$ cat config.mk
export PLATFORM = sky130hd
export DESIGN_NAME = sample_scheduler
export DESIGN_NICKNAME = d
export VERILOG_FILES = /design/src/rtl/sample_sched_pkg.sv /design/src/rtl/sat_counter.sv /design/src/rtl/sample_scheduler.sv
export SDC_FILE = /design/constraint.sdc
export NUM_CORES = 1
export LEC_CHECK = 0
export BUFFER_PORTS_ARGS = -buffer_cell sky130_fd_sc_hd__buf_2
export CAP_MARGIN = 40
export CORE_ASPECT_RATIO = 0.8
export CORE_MARGIN = 2
export CORE_UTILIZATION = 56
export DETAILED_ROUTE_END_ITERATION = 10
export PLACE_DENSITY_LB_ADDON = 0.2
export SLEW_MARGIN = 15
export SYNTH_ARGS = -nofsm -noshare
export SYNTH_HDL_FRONTEND = slang
export SYNTH_SLANG_ARGS = --single-unit
$ cat constraint.sdc
create_clock -name sys_clk -period 3.95 [get_ports sys_clk]
set_clock_uncertainty 0.2 [all_clocks]
set_input_delay 0.1975 -clock sys_clk [delete_from_list [all_inputs] [get_ports sys_clk]]
set_output_delay 0.1975 -clock sys_clk [all_outputs]
set_load 0.01 [all_outputs]
$ cat src/rtl/sample_sched_pkg.sv
`default_nettype none
// ============================================================================
// Module      : sample_sched_pkg
// Description : Shared state encoding and counter constants for sample_scheduler.
// Revision    : 1.0
// ============================================================================
package sample_sched_pkg;

    localparam int c_STATE_WIDTH = 2;

    localparam logic [c_STATE_WIDTH-1:0] c_ST_IDLE = 2'd0;
    localparam logic [c_STATE_WIDTH-1:0] c_ST_ARM  = 2'd1;
    localparam logic [c_STATE_WIDTH-1:0] c_ST_BUSY = 2'd2;

    typedef enum logic [c_STATE_WIDTH-1:0] {
        IDLE = c_ST_IDLE,
        ARM  = c_ST_ARM,
        BUSY = c_ST_BUSY
    } sched_state_t;

    localparam int c_COUNT_WIDTH = 16;

    // Counters take the low WIDTH bits of this as their saturation value.
    localparam int                           c_COUNT_MAX_WIDTH = 64;
    localparam logic [c_COUNT_MAX_WIDTH-1:0] c_COUNT_SAT       = '1;

endpackage : sample_sched_pkg
`default_nettype wire

$ cat src/rtl/sat_counter.sv
`default_nettype none
// ============================================================================
// Module      : sat_counter
// Description : Up-counter that sticks at all-ones; synchronous active-high reset.
// Revision    : 1.0
// ============================================================================
module sat_counter #(
    parameter int WIDTH = 16
) (
    input  logic             clk,
    input  logic             rst,
    input  logic             inc,
    output logic [WIDTH-1:0] count
);
    import sample_sched_pkg::*;

    localparam logic [WIDTH-1:0] c_SAT = c_COUNT_SAT[WIDTH-1:0];

    logic [WIDTH-1:0] r_count;

    always_ff @(posedge clk) begin
        if (rst) begin
            r_count <= '0;
        end else if (inc && (r_count != c_SAT)) begin
            r_count <= r_count + 1'b1;
        end
    end

    assign count = r_count;

endmodule : sat_counter
`default_nettype wire

$ cat src/rtl/sample_scheduler.sv
`default_nettype none
// ============================================================================
// Module      : sample_scheduler
// Description : Starts the DSP engine once per I2S frame, collects its result,
//               and handles muting, overrun counting and an engine watchdog.
// Revision    : 1.0
// ============================================================================
module sample_scheduler
    import sample_sched_pkg::*;
#(
    parameter int DATA_WIDTH     = 16,
    parameter int MUTE_SAMPLES   = 64,
    parameter int TIMEOUT_CYCLES = 2048,
    parameter int COUNT_WIDTH    = c_COUNT_WIDTH
) (
    input  logic                     sys_clk,
    input  logic                     reset,
    input  logic                     enable,
    input  logic                     rx_valid,
    input  logic [DATA_WIDTH-1:0]    rx_sample,
    input  logic                     engine_ready,
    input  logic [DATA_WIDTH-1:0]    engine_out,
    output logic                     tick,
    output logic [DATA_WIDTH-1:0]    engine_in,
    output logic [DATA_WIDTH-1:0]    tx_sample,
    output logic                     frame_done,
    output logic                     overrun,
    output logic [COUNT_WIDTH-1:0]   overrun_count,
    output logic [COUNT_WIDTH-1:0]   timeout_count,
    output logic [c_STATE_WIDTH-1:0] state
);

    localparam int                      c_WD_WIDTH   = $clog2(TIMEOUT_CYCLES + 1);
    localparam logic [c_WD_WIDTH-1:0]   c_WD_LAST    = c_WD_WIDTH'(TIMEOUT_CYCLES - 1);
    localparam int                      c_MUTE_WIDTH = (MUTE_SAMPLES > 0) ? $clog2(MUTE_SAMPLES + 1) : 1;
    localparam logic [c_MUTE_WIDTH-1:0] c_MUTE_LOAD  = c_MUTE_WIDTH'(MUTE_SAMPLES);

    sched_state_t            r_state;
    logic                    r_rx_valid_q;
    logic                    r_tick;
    logic [DATA_WIDTH-1:0]   r_engine_in;
    logic [DATA_WIDTH-1:0]   r_tx_sample;
    logic                    r_frame_done;
    logic                    r_overrun;
    logic [c_MUTE_WIDTH-1:0] r_mute;
    logic [c_WD_WIDTH-1:0]   r_wd;

    sched_state_t            w_state_nxt;
    logic                    w_new_frame;
    logic                    w_tick_nxt;
    logic [DATA_WIDTH-1:0]   w_engine_in_nxt;
    logic [DATA_WIDTH-1:0]   w_tx_sample_nxt;
    logic                    w_frame_done_nxt;
    logic                    w_overrun_nxt;
    logic                    w_timeout_inc;
    logic [c_MUTE_WIDTH-1:0] w_mute_nxt;
    logic [c_WD_WIDTH-1:0]   w_wd_nxt;

    assign w_new_frame = rx_valid & ~r_rx_valid_q;

    always_comb begin
        w_state_nxt      = r_state;
        w_tick_nxt       = 1'b0;
        w_engine_in_nxt  = r_engine_in;
        w_tx_sample_nxt  = r_tx_sample;
        w_frame_done_nxt = 1'b0;
        w_overrun_nxt    = 1'b0;
        w_timeout_inc    = 1'b0;
        w_mute_nxt       = r_mute;
        w_wd_nxt         = r_wd;

        case (r_state)
            IDLE: begin
                if (w_new_frame && enable) begin
                    w_engine_in_nxt = rx_sample;
                    w_tick_nxt      = 1'b1;
                    w_state_nxt     = ARM;
                end
            end
            // Engine still shows ready here; its busy indication lags tick by a cycle.
            ARM: begin
                w_overrun_nxt = w_new_frame;
                w_wd_nxt      = '0;
                w_state_nxt   = BUSY;
            end
            BUSY: begin
                w_overrun_nxt = w_new_frame;
                w_wd_nxt      = r_wd + 1'b1;
                if (engine_ready) begin
                    w_tx_sample_nxt  = (r_mute != '0) ? '0 : engine_out;
                    w_frame_done_nxt = 1'b1;
                    if (r_mute != '0) begin
                        w_mute_nxt = r_mute - 1'b1;
                    end
                    w_state_nxt = IDLE;
                end else if (r_wd == c_WD_LAST) begin
                    w_timeout_inc = 1'b1;
                    w_state_nxt   = IDLE;
                end
            end
            default: begin
                w_state_nxt = IDLE;
            end
        endcase

        // Holding the reload while disabled restarts the mute window at enable rise.
        if (!enable) begin
            w_mute_nxt = c_MUTE_LOAD;
        end
    end

    always_ff @(posedge sys_clk) begin
        if (reset) begin
            r_state      <= IDLE;
            r_rx_valid_q <= 1'b0;
            r_tick       <= 1'b0;
            r_engine_in  <= '0;
            r_tx_sample  <= '0;
            r_frame_done <= 1'b0;
            r_overrun    <= 1'b0;
            r_mute       <= c_MUTE_LOAD;
            r_wd         <= '0;
        end else begin
            r_state      <= w_state_nxt;
            r_rx_valid_q <= rx_valid;
            r_tick       <= w_tick_nxt;
            r_engine_in  <= w_engine_in_nxt;
            r_tx_sample  <= w_tx_sample_nxt;
            r_frame_done <= w_frame_done_nxt;
            r_overrun    <= w_overrun_nxt;
            r_mute       <= w_mute_nxt;
            r_wd         <= w_wd_nxt;
        end
    end

    sat_counter #(
        .WIDTH (COUNT_WIDTH)
    ) u_overrun_cnt (
        .clk   (sys_clk),
        .rst   (reset),
        .inc   (w_overrun_nxt),
        .count (overrun_count)
    );

    sat_counter #(
        .WIDTH (COUNT_WIDTH)
    ) u_timeout_cnt (
        .clk   (sys_clk),
        .rst   (reset),
        .inc   (w_timeout_inc),
        .count (timeout_count)
    );

    assign tick       = r_tick;
    assign engine_in  = r_engine_in;
    assign tx_sample  = r_tx_sample;
    assign frame_done = r_frame_done;
    assign overrun    = r_overrun;
    assign state      = r_state;

endmodule : sample_scheduler
`default_nettype wire

==> metrics.md <==
| Metric | Value |
|---|---|
| Number of diodes | 0 |
| Critical setup path kind | register to register |
| Outcome | finished clean |
| WL final | 8874 um |
| Worst endpoint required time | 4.03 ns |
| Dpl hpwl | 5622 um |
| Post-synth top area cell | dfxtp_1 |
| Post-route minimum period | 2.710 ns |
| Footprint of the multi-input gates | 1874 sq um |
| H-Tree Depth | 3 |
| Register bit total from synthesis | 89 |
| Worst Hold Path Cells | 2 |
| Worst path cell trace | inv_1 -> ha_1 -> nand3b_1 -> nor3_2 -> nand4b_1 -> or3_1 -> a21oi_1 |
| Total global routing overflow | 0 |
| R2r worst-path depth | 7 |
| WL/cell | 13.28 um |
| Peak VDD IR | 234.6 uV |
| Slew @ Worst Pin | 0.8919 ns |
| Most frequent cells after synthesis | dfxtp_1 (89), nand2_1 (81), nor2_1 (58), a21oi_1 (41), xnor2_1 (21) |
| First-pass GRT wire length | 14430 um |
| Total CTS buffers | 9 |
| Maxcap violations | 0 |
| Arr. time, crit path | 2.79 ns |
| Top cells by area, synth | dfxtp_1 (47%), nand2_1 (8.1%), nor2_1 (5.8%), a21oi_1 (5.4%), xnor2_1 (4.9%) |
| Net count after synthesis | 497 |
| TritonCTS clock tree | yes |
| Vias | 3478 |
| Crit start category | register |
| CP top delay family | simple AND/OR/NAND/NOR gates |
| Initial antenna violation count | 0 |
| Area delta synth->final | 27.92% |
| Std cell rows | 26 |
| Post-CTS Setup Inserts | 0 |
| Share of cells above drive strength 1 | 21.75% |
| Post-synthesis cell count | 451 |
| Critical path's largest stage delay | 0.46 ns |
| Setup TNS | 0 ns |
| Layout net count | 627 |
| Main flop type after synthesis | dfxtp_1 |
| Die area | 7415 sq um |
| Die height | 77.42 um |
| Initial Util | 58.59% |
| Top-count cell post-synth | dfxtp_1 |
| Gpl congestion | 0.8392 |
| Worst-path clk slew | 0.08 ns |
| Worst path slowest cell | nor3_2 |
| CP max FO | 10 |
| EDFF count, synth | 0 |
| Routed met1 length | 4145 um |
| Hold Crit Start | reset |
| Synth warn | 0 |
| Leak | 0.001985 uW |
| Final ANT Viol Nets | 0 |
| Vias in the first global route | 3214 |
| Largest net degree at the start of global routing | 34 |
| Initial DRC Count | 113 |
| Fin crit share | 68.62% |
| Ports | 106 |
| CTS resizes | 0 |
| Power Total | 1853 uW |
| CP bufs+invs | 1 |
| Via-to-Cell Ratio | 5.207 |
| FF+latch area | 1782 sq um |
| Mapped Area | 3774 sq um |
| Max-slew violations | 0 |
| Sequential area share after synthesis | 47.21% |
| Reg2Reg Capture Point | u_overrun_cnt.count[15] |
| DR pass1 iterations | 4 |
| Slew margin rel. | 39.99% |
| Pre-CTS setup slack | 1.300 ns |
| Final setup viols | 0 |
| Routed wire length on met3 | 461 um |
| Top cell type's share of synthesized area | 47.21% |
| FMAX | 0.3690 GHz |
| Core Util, Final | 74.94% |
| Synth async-reset ratio | 0% |
| Worst skew pair latency | 0.35 ns |
| Crit end category | register |
| Synth Area per Inst | 8.367 sq um |
| CTS Buffer Depth | 2 |
| FF-to-FF Start | state[1] |
| Final Non-Filler Cells | 668 |
| DRC | 0 |
| WHS Endpoint | u_overrun_cnt.count[13] |
| Cell Count Post-Placement | 621 |
| CTS root buf | clkbuf_8 |
| Fill cell count | 499 |
| Top Metal Used | met4 |
| Synth unique cells | 41 |
| Final Hold Fails | 0 |
| Met2 WL | 4100 um |
| Setup slack after layout | 1.240 ns |
| GRT Total Usage | 24.22% |
| # port buffers | 105 |
| PwrDens | 383.8 nW/um^2 |
| CORE AREA | 6441 sq um |
| Min-Delay Path Class | input pin to register |
| Die width | 95.78 um |
| FF-to-FF setup slack | 1.24 ns |
| RSZ-0062 raised after global routing | false |
| Sink Count | 89 |
==> layer usage <==
layer	GRT usage (%)	vias to the layer above
li1	-	1790
met1	30.87	1581
met2	38.67	88
met3	7.670	19
met4	8.286	0
met5	0	-
==> state kept, by name (all words and copies together) (netlist names), 2 cells and up <==
name,cells
engine_in,16
u_overrun_cnt.count,16
tx_sample,16
u_timeout_cnt.count,16
r_wd,12
r_mute,7
state,2
==> report_power, final <==
group | leakage [uW] | total, uW | switching, uW | internal (uW)
logic | 0.00118 | 344 | 200 | 144
registers | 0.000719 | 974 | 31.1 | 943
clock network | 0.0000850 | 534 | 296 | 238
==> worst register-to-register path, cell delays in order (launching register included) <==
cell	delay [ns]
dfxtp_1	0.39
inv_1	0.10
ha_1	0.42
nand3b_1	0.32
nor3_2	0.46
nand4b_1	0.23
or3_1	0.39
a21oi_1	0.14
==> cells in the final DEF (no fill, tap or decap), drive strengths merged, types with 11 or more instances in the layout <==
master,instances
buf,107
dfxtp,89
nand2,81
nor2,58
a21oi,41
dlygate4sd3,33
xnor2,21
nor3,19
nand3,16
xor2,14
nand4,14
clkbuf,11
==> worst max-delay path by stage <==
stage	cells past startpoint	slack, ns	from	to
3_3_place_gp	7	1.35	state[0]	u_overrun_cnt.count[15]
5_1_grt	7	0.97	state[1]	u_overrun_cnt.count[15]
4_1_cts	7	1.29	state[1]	u_overrun_cnt.count[15]
2_1_floorplan	8	1.47	state[0]	u_overrun_cnt.count[15]
3_5_place_dp	7	1.30	state[1]	u_overrun_cnt.count[15]
6_report	7	1.24	state[1]	u_overrun_cnt.count[15]
==> repair_timing <==
action | in CTS | in global routing
endpoints found under the setup margin | 0 | 0
hold endpoints to repair | 33 | 0
hold buffers | 33 | 0
==> kinds of logic (layout without fill, tap and decap cells) <==
kind of cell	count (synthesis)	in the layout	synth area share, %
AND/OR/NAND/NOR	233	233	29.77
flip-flops	89	89	47.21
adder cells (fa/ha/maj)	9	9	2.984
multiplexers	4	4	1.094
buffers and inverters	27	160	3.117
XOR/XNOR	35	35	8.124
AO/OA/AOI/OAI	54	54	7.693
==> final cells by class <==
type	instances	share of cell area, %
Multi-Input combinational cell	335	38.83
Timing Repair Buffer	140	18.30
Clock inverter	3	0.3888
Clock buffer	11	2.929
Inverter	6	0.4666
Tap cell	84	2.177
Sequential cell	89	36.91
==> per-stage QoR <==
stage	hold slack, ns	cell area, sq um
3_5_place_dp	0.2446	4337
2_1_floorplan	0.1257	3774
6_report	0.1068	4827
5_1_grt	0.1014	4827
3_3_place_gp	0.2385	4317
4_1_cts	0.08701	4827
No activity file was read; power rests on OpenSTA's default activity.
